===== src/rtl/lsu_defs.sv =====
`default_nettype none
// ============================================================================
// lsu_defs : funct3 codes, FSM state encoding and fault causes for mem_access_unit
// Revision : 1.0
// ============================================================================
package lsu_defs;

  localparam logic [2:0] F3_B  = 3'b000;
  localparam logic [2:0] F3_H  = 3'b001;
  localparam logic [2:0] F3_W  = 3'b010;
  localparam logic [2:0] F3_BU = 3'b100;
  localparam logic [2:0] F3_HU = 3'b101;

  typedef enum logic [2:0] {
    S_IDLE  = 3'd0,
    S_RD    = 3'd1,
    S_EXT   = 3'd2,
    S_MERGE = 3'd3,
    S_WR    = 3'd4,
    S_RESP  = 3'd5
  } state_t;

  localparam logic [2:0] FC_NONE  = 3'd0;
  localparam logic [2:0] FC_OP    = 3'd1;
  localparam logic [2:0] FC_F3    = 3'd2;
  localparam logic [2:0] FC_ALIGN = 3'd3;
  localparam logic [2:0] FC_RANGE = 3'd4;

  // Operation, funct3 and alignment checks; the range check needs the
  // address width and lives in the top.
  function automatic logic [2:0] access_cause(input logic       load,
                                              input logic       store,
                                              input logic [2:0] f3,
                                              input logic [1:0] off);
    logic legal;
    if (load == store) return FC_OP;
    legal = 1'b0;
    case (f3)
      F3_B, F3_H, F3_W: legal = 1'b1;
      F3_BU, F3_HU:     legal = load;
      default:          legal = 1'b0;
    endcase
    if (!legal) return FC_F3;
    if ((f3[1:0] == 2'b01) && off[0]) return FC_ALIGN;
    if ((f3[1:0] == 2'b10) && (off != 2'b00)) return FC_ALIGN;
    return FC_NONE;
  endfunction

endpackage
`default_nettype wire


===== src/rtl/lsu_lane.sv =====
`default_nettype none
// ============================================================================
// lsu_lane : byte/half lane extract with sign/zero extension, and lane merge
// Revision : 1.0
// ============================================================================
module lsu_lane
  import lsu_defs::*;
#(
  parameter int WIDTH = 32
) (
  input  logic [WIDTH-1:0] word,
  input  logic [1:0]       offset,
  input  logic [2:0]       funct3,
  input  logic [WIDTH-1:0] wdata,
  output logic [WIDTH-1:0] load_data,
  output logic [WIDTH-1:0] merged
);

  logic [4:0]       shamt;
  logic [WIDTH-1:0] shifted;
  logic [WIDTH-1:0] lane_mask;
  logic [WIDTH-1:0] new_lane;

  assign shamt    = {offset, 3'b000};
  assign shifted  = word >> shamt;
  assign new_lane = wdata << shamt;

  always_comb begin
    load_data = word;
    case (funct3)
      F3_B:    load_data = {{(WIDTH-8){shifted[7]}}, shifted[7:0]};
      F3_BU:   load_data = {{(WIDTH-8){1'b0}}, shifted[7:0]};
      F3_H:    load_data = {{(WIDTH-16){shifted[15]}}, shifted[15:0]};
      F3_HU:   load_data = {{(WIDTH-16){1'b0}}, shifted[15:0]};
      default: load_data = word;
    endcase
  end

  always_comb begin
    lane_mask = '1;
    case (funct3[1:0])
      2'b00:   lane_mask = {{(WIDTH-8){1'b0}}, 8'hFF} << shamt;
      2'b01:   lane_mask = {{(WIDTH-16){1'b0}}, 16'hFFFF} << shamt;
      default: lane_mask = '1;
    endcase
  end

  assign merged = (word & ~lane_mask) | (new_lane & lane_mask);

endmodule
`default_nettype wire


===== src/rtl/mem_access_unit.sv =====
`default_nettype none
// ============================================================================
// mem_access_unit : load/store front end to a word-wide memory with RMW sub-word stores
// Revision : 1.0
// ============================================================================
module mem_access_unit
  import lsu_defs::*;
#(
  parameter int WIDTH     = 32,
  parameter int ADDR_BITS = 10
) (
  input  logic             clk,
  input  logic             rst_n,
  input  logic             req_valid,
  output logic             req_ready,
  input  logic             req_load,
  input  logic             req_store,
  input  logic [2:0]       req_funct3,
  input  logic [WIDTH-1:0] req_addr,
  input  logic [WIDTH-1:0] req_wdata,
  input  logic [4:0]       req_rd,
  output logic             resp_valid,
  output logic [WIDTH-1:0] resp_rdata,
  output logic [4:0]       resp_rd,
  output logic             resp_fault,
  output logic [WIDTH-1:0] mem_address,
  output logic [WIDTH-1:0] mem_data_write,
  output logic             mem_MemWrite,
  output logic             mem_MemRead,
  input  logic [WIDTH-1:0] mem_data_read
);

  state_t               state;
  state_t               state_nx;
  logic                 cap_load;
  logic [2:0]           cap_f3;
  logic [1:0]           cap_off;
  logic [ADDR_BITS-1:0] cap_idx;
  logic [4:0]           cap_rd;
  logic [WIDTH-1:0]     wword;
  logic [WIDTH-1:0]     rdata_q;
  logic [4:0]           rd_q;
  logic                 fault_q;
  logic [2:0]           cause;
  logic                 fault;
  logic                 accept;
  logic [WIDTH-1:0]     lane_load;
  logic [WIDTH-1:0]     lane_merged;

  always_comb begin
    cause = access_cause(req_load, req_store, req_funct3, req_addr[1:0]);
    if ((cause == FC_NONE) && (req_addr[WIDTH-1:ADDR_BITS+2] != '0)) cause = FC_RANGE;
  end

  assign fault  = (cause != FC_NONE);
  assign accept = req_valid && (state == S_IDLE);

  always_ff @(posedge clk or negedge rst_n) begin
    if (!rst_n) state <= S_IDLE;
    else        state <= state_nx;
  end

  always_comb begin
    state_nx     = state;
    req_ready    = 1'b0;
    mem_MemRead  = 1'b0;
    mem_MemWrite = 1'b0;
    resp_valid   = 1'b0;
    case (state)
      S_IDLE: begin
        req_ready = 1'b1;
        if (req_valid) begin
          if (fault)                   state_nx = S_RESP;
          else if (req_load)           state_nx = S_RD;
          else if (req_funct3 == F3_W) state_nx = S_WR;
          else                         state_nx = S_RD;
        end
      end
      S_RD: begin
        mem_MemRead = 1'b1;
        state_nx    = cap_load ? S_EXT : S_MERGE;
      end
      S_EXT:   state_nx = S_RESP;
      S_MERGE: state_nx = S_WR;
      S_WR: begin
        mem_MemWrite = 1'b1;
        state_nx     = S_RESP;
      end
      S_RESP: begin
        resp_valid = 1'b1;
        state_nx   = S_IDLE;
      end
      default: state_nx = S_IDLE;
    endcase
  end

  lsu_lane #(.WIDTH(WIDTH)) u_lane (
    .word      (mem_data_read),
    .offset    (cap_off),
    .funct3    (cap_f3),
    .wdata     (wword),
    .load_data (lane_load),
    .merged    (lane_merged)
  );

  // Response registers change only on the cycle that enters RESP so they
  // hold their value between completions.
  always_ff @(posedge clk or negedge rst_n) begin
    if (!rst_n) begin
      cap_load <= 1'b0;
      cap_f3   <= 3'b000;
      cap_off  <= 2'b00;
      cap_idx  <= '0;
      cap_rd   <= 5'd0;
      wword    <= '0;
      rdata_q  <= '0;
      rd_q     <= 5'd0;
      fault_q  <= 1'b0;
    end else begin
      case (state)
        S_IDLE: begin
          if (accept) begin
            cap_load <= req_load;
            cap_f3   <= req_funct3;
            cap_off  <= req_addr[1:0];
            cap_idx  <= req_addr[ADDR_BITS+1:2];
            cap_rd   <= req_rd;
            wword    <= req_wdata;
            if (fault) begin
              rdata_q <= '0;
              rd_q    <= req_rd;
              fault_q <= 1'b1;
            end
          end
        end
        S_EXT: begin
          rdata_q <= lane_load;
          rd_q    <= cap_rd;
          fault_q <= 1'b0;
        end
        S_MERGE: wword <= lane_merged;
        S_WR: begin
          rdata_q <= '0;
          rd_q    <= cap_rd;
          fault_q <= 1'b0;
        end
        default: ;
      endcase
    end
  end

  assign resp_rdata     = rdata_q;
  assign resp_rd        = rd_q;
  assign resp_fault     = fault_q;
  assign mem_address    = {{(WIDTH-ADDR_BITS){1'b0}}, cap_idx};
  assign mem_data_write = wword;

endmodule
`default_nettype wire

===== config.mk =====
export PLATFORM = sky130hd
export DESIGN_NAME = mem_access_unit
export DESIGN_NICKNAME = d
export VERILOG_FILES = /design/src/rtl/lsu_defs.sv /design/src/rtl/lsu_lane.sv /design/src/rtl/mem_access_unit.sv
export SDC_FILE = /design/constraint.sdc
export NUM_CORES = 1
export LEC_CHECK = 0
export ABC_AREA = 0
export BUFFER_PORTS_ARGS = -buffer_cell sky130_fd_sc_hd__buf_2
export CORE_MARGIN = 2
export CORE_UTILIZATION = 53
export DETAILED_ROUTE_END_ITERATION = 8
export PLACE_DENSITY = 0.9
export SKIP_CTS_REPAIR_TIMING = 1
export SLEW_MARGIN = 10
export SYNTH_ARGS = -nofsm -noshare
export SYNTH_HDL_FRONTEND = slang
export SYNTH_SLANG_ARGS = --single-unit

===== constraint.sdc =====
create_clock -name clk -period 5.77 [get_ports clk]
set_input_delay 1.154 -clock clk [delete_from_list [all_inputs] [get_ports clk]]
set_output_delay 1.154 -clock clk [all_outputs]
set_load 0.02 [all_outputs]

== Yosys cells after proc, flatten, opt, wreduce, memory -nomap -nowiden ==
Cells that the tools add are included.

* Eq/ne operators: 19
* Shifts and indexed selects: 4
* Muxes and demuxes: 44
* Bitwise operators: 4
* Reductions and logical operators: 22

{| class="wikitable"
|+ Operators by type and width
! cell !! number
|-
| one-hot mux 32 bit (2 select lines) || 2
|-
| one-hot mux 32 bit (4 select lines) || 1
|-
| 2-to-1 mux 32 bit || 3
|-
| one-hot mux 32 bit (3 select lines) || 1
|-
| bitwise AND 32 bit || 2
|-
| 2-to-1 mux 3 bit || 13
|-
| NOT 32 bit || 1
|-
| bitwise OR 32 bit || 1
|-
| << shifter 16 x 5 -> 32 bit, first input constant || 1
|-
| << shifter 32 x 5 -> 32 bit || 1
|-
| << shifter 8 x 5 -> 32 bit, first input constant || 1
|-
| >> shifter 32 x 5 -> 16 bit || 1
|-
| nonzero test 20 bit || 1
|-
| equality test 3 bit, second input constant || 6
|-
| 2-to-1 mux 1 bit || 18
|-
| logical NOT 3 bit || 4
|-
| one-hot mux 3 bit (4 select lines) || 1
|-
| 2-to-1 mux 5 bit || 2
|-
| one-hot mux 5 bit (2 select lines) || 1
|-
| equality test 3 x 1 -> 1 bit, second input constant || 3
|-
| equality test 3 x 2 -> 1 bit, second input constant || 3
|-
| != test 2 bit, second input constant || 3
|-
| AND reduction 3 bit || 2
|-
| nonzero test 2 bit || 3
|-
| other kinds (10) || 18
|}

* Register bits: 94
* Word-level logic and storage cells: 103

== Logic depth before layout (Yosys ltp) ==
* Word-level depth: 22
* Depth in mapped cells: 8

== Hierarchy ==
A second synthesis with hierarchy kept.

* Cells, all modules: 680
* Area total of the unflattened synthesis: 6428.7 um^2

{| class="wikitable"
|+ By module, submodules not included
! module !! instances !! cells each !! area an instance (um^2)
|-
| mem_access_unit || 1 || 444 || 4618.2
|-
| lsu_lane || 1 || 236 || 1810.5
|}

== Worst setup path before layout ==
Ideal clock, no wire load.

* Path type: input to register
* From: in req_addr[15]
* To: reg rd_q[0], in the netlist resp_rd[0]
* Setup time: 0.125 ns
* Arrival time: 2.426 ns
* Path slack: 3.219 ns
* Stages on the path: 6
* Cell sequence: nor4_1 > o211ai_1 > o31ai_1 > o2bb2ai_1 > buf_4 > mux2_2

* Longest elaborated chain between the ends: 6

{| class="wikitable"
|+ RTL lines
! what !! line !! source
|-
| start: declaration || mem_access_unit.sv:19 || <nowiki>input logic [WIDTH-1:0] req_addr,</nowiki>
|-
| nonzero test 20 bit || mem_access_unit.sv:52 || <nowiki>if ((cause == FC_NONE) && (req_addr[WIDTH-1:ADDR_BITS+2] != '0)) cause = FC_RANGE;</nowiki>
|-
| logical AND 1 bit || mem_access_unit.sv:52 ||
|-
| 2-to-1 mux 3 bit || mem_access_unit.sv:52 ||
|-
| nonzero test 3 bit || mem_access_unit.sv:55 || <nowiki>assign fault = (cause != FC_NONE);</nowiki>
|-
| != test 2 bit (no source line) || -- ||
|-
| AND reduction 3 bit (no source line) || -- ||
|-
| end signal: assignment || mem_access_unit.sv:131 || <nowiki>rd_q <= req_rd;</nowiki>
|-
| end signal: assignment || mem_access_unit.sv:138 || <nowiki>rd_q <= cap_rd;</nowiki>
|-
| end signal: assignment || mem_access_unit.sv:144 || <nowiki>rd_q <= cap_rd;</nowiki>
|-
| end: declaration || mem_access_unit.sv:42 || <nowiki>logic [4:0] rd_q;</nowiki>
|}

No other way between the ends.
A chain may end at the register's enable or synchronous reset.

==> flow_summary.yaml <==
status:
  status: "complete, no violations"
detailed_routing:
  antenna_left: 0
  drc: 0
  num_vias: 4991
  drt_pass1_iterations: 5
  finalWirelength_um: 16600
  post_drt_wl_per_cell_um: 19.8
  initialDrtViolationCount: 355
  post_drt_via_cell_ratio: 5.97
critical_path:
  rr_worst_depth: 6
  crit_required_ns: 6.04
  path_delay_family: "flip-flops"
  worstPathCellList: "buf_4, nor2b_2, a211oi_4, mux2i_1, o21ai_1, mux2_1"
  cp_slowest_cell: "dfrtp_1"
  start_kind: "register"
  cp.depth: 6
  path_buf_inv: 1
  worstPathArrival_ns: 3.26
  cp-end-kind: "register"
  r2r-start: "cap_off[0]"
  critical_path_class: "register to register"
  rrSetupSlack_ns: 2.78
  worstPathMaxFanout: 26
  slowest_delay_ns: 0.81
sta:
  hold_viol_final: 0
  max-slew-margin-rel_pct: 31.2
  min_period_ns: 2.99
  tightest_slew_ns: 1.03
  skew_ns: 0.0139
  finalSetupViolCount: 0
  final.setup.tns_ns: 0
  rsz0062_at_grt: "false"
  finalCritPeriodShare_pct: 51.8
  fmax_mhz: 334
  final_max_slew_viol_count: 0
yosys:
  syn_area_um2: 5450
  async_flop_share_pct: 100
  ys.flop_type: "dfrtp_1"
  ys_top_cells_by_count: "94 x dfrtp_1, 48 x mux2_2, 47 x nand2_1, 47 x o2bb2ai_1, 38 x o21ai_0"
  synthTopCellsByArea: "dfrtp_1 43%, mux2_2 9.9%, o2bb2ai_1 7.6%"
  ys_warn_count: 0
  ys_seq_area_share_pct: 43.2
  syn_inst: 528
  yosys.area.top_type: "dfrtp_1"
  synth_edf_count: 0
  synth_most_common_cell: "dfrtp_1"
  synth_top_area_share_pct: 43.2
  synth.avg_cell_area_um2: 10.3
  yosysUniqueCellTypes: 50
  synth_seq_cells: 94
power_and_ir_drop:
  p_leak_uw: 0.00310
  peakVddDrop_mv: 0.409
  power_per_cell_area_nw_per_um2: 621
job:
  max_cap_viol_count: 0
global_routing:
  grt-ovfl-total: 0
  grt_use_total_pct: 30.5
  grt_pass1_wl_um: 26100
  grt_max_degree: 52
  grt_pass1_vias: 4825
  antenna_found_initial: 0
die:
  io-pin-count: 215
  die_h_um: 105
  floorplan.initialDensity_pct: 53.8
  die_w_um: 105
  dieArea_um2: 11100
  coreArea_um2: 10100
  row_count: 37
worst_hold_path:
  min_to: "resp_rdata[7]"
  hold_start: "resp_rdata[7]"
  hold_path_class: "register to register"
  holdPathStages: 1
final_layout:
  drive_above_1_share_pct: 39.1
  fin_nets: 804
  final_area_um2: 6530
  area_growth_pct: 19.7
  diodes: 0
placement:
  io_buffers: 192
  place.gp.congestion: 0.869
  place_area_um2: 6320
  dp_hpwl_um: 12600
cts:
  root_buffer: "clkbuf_8"
  clkTransAtPathRegs_ns: 0.10
  clockBufferDepth: 2
  cts_buffers: 9
  cts_tree: "done"
  htree_levels: 3
  clk_latency_ns: 0.38
  cts.sinks: 94
[power breakdown]
| group | internal, uW | switching (uW) |
|---|---|---|
| clock network | 207 | 254 |
| logic | 913 | 1340 |
| registers | 978 | 362 |
| total | 2100 | 1960 |
[area by class of cell]
class	count	area (um^2)
Clock buffer	9	124
Clock inverter	7	78.8
Fill cell	833	3610
Inverter	5	18.8
Multi-Input combinational cell	388	2780
Sequential cell	94	2350
Tap cell	136	170
Timing Repair Buffer	197	1000
[cell families after synthesis]
family | Yosys count | synth area share, %
and+or+nand+nor | 111 | 9.99
buffers and inverters | 67 | 7.39
DFF | 94 | 43.2
muxes | 88 | 17.6
xor gates and xnor gates | 1 | 0.161
AOI/OAI and AO/OA | 166 | 21.7
other | 1 | 0.0688
[cell usage in the layout (no fill, tap or decap), drive strengths merged, types with 2 or more instances in the layout]
cell	count
buf	197
clkinv	2
a211oi	11
nand2	47
clkbuf	9
nand2b	3
inv	9
mux2	51
a21oi	31
nor4	6
a22oi	8
conb	22
nor3b	3
o2bb2ai	47
nor4b	2
nor2b	10
nor2	20
o21ai	47
a22o	8
dfrtp	94
mux2i	36
a221oi	5
nor3	13
and2	3
[layer usage]
layer  share of wire [%]  up-vias  global-route usage [%]
met4                 3.3        0                    13.0
li1                    -     2255                       -
met5                   0        -                       0
met3                 7.9       44                    4.82
met1                  40     2393                    40.5
met2                  49      299                    49.5
[stage by stage]
step           utilization [%]  std cells  hold WS (ns)  worst slack, ns  total power (uW)
3_5_place_dp              62.4        820         0.469             2.62              3580
4_1_cts                   64.4        836         0.495             2.83              4040
6_report                  64.4        836         0.489             2.78              4050
5_1_grt                   64.4        836         0.511             2.63              4310
3_3_place_gp              62.4        820         0.469             2.71              3480
2_1_floorplan                -        549         0.475             3.22              2950
[how the worst max path moves through the flow]
stage                 start         end
2_1_floorplan  req_addr[15]  resp_rd[0]
6_report         cap_off[0]    register
4_1_cts          cap_off[0]    register
5_1_grt          cap_off[0]    register
3_3_place_gp      req_valid    register
3_5_place_dp      req_valid    register
(Power assumes the default switching activity.)
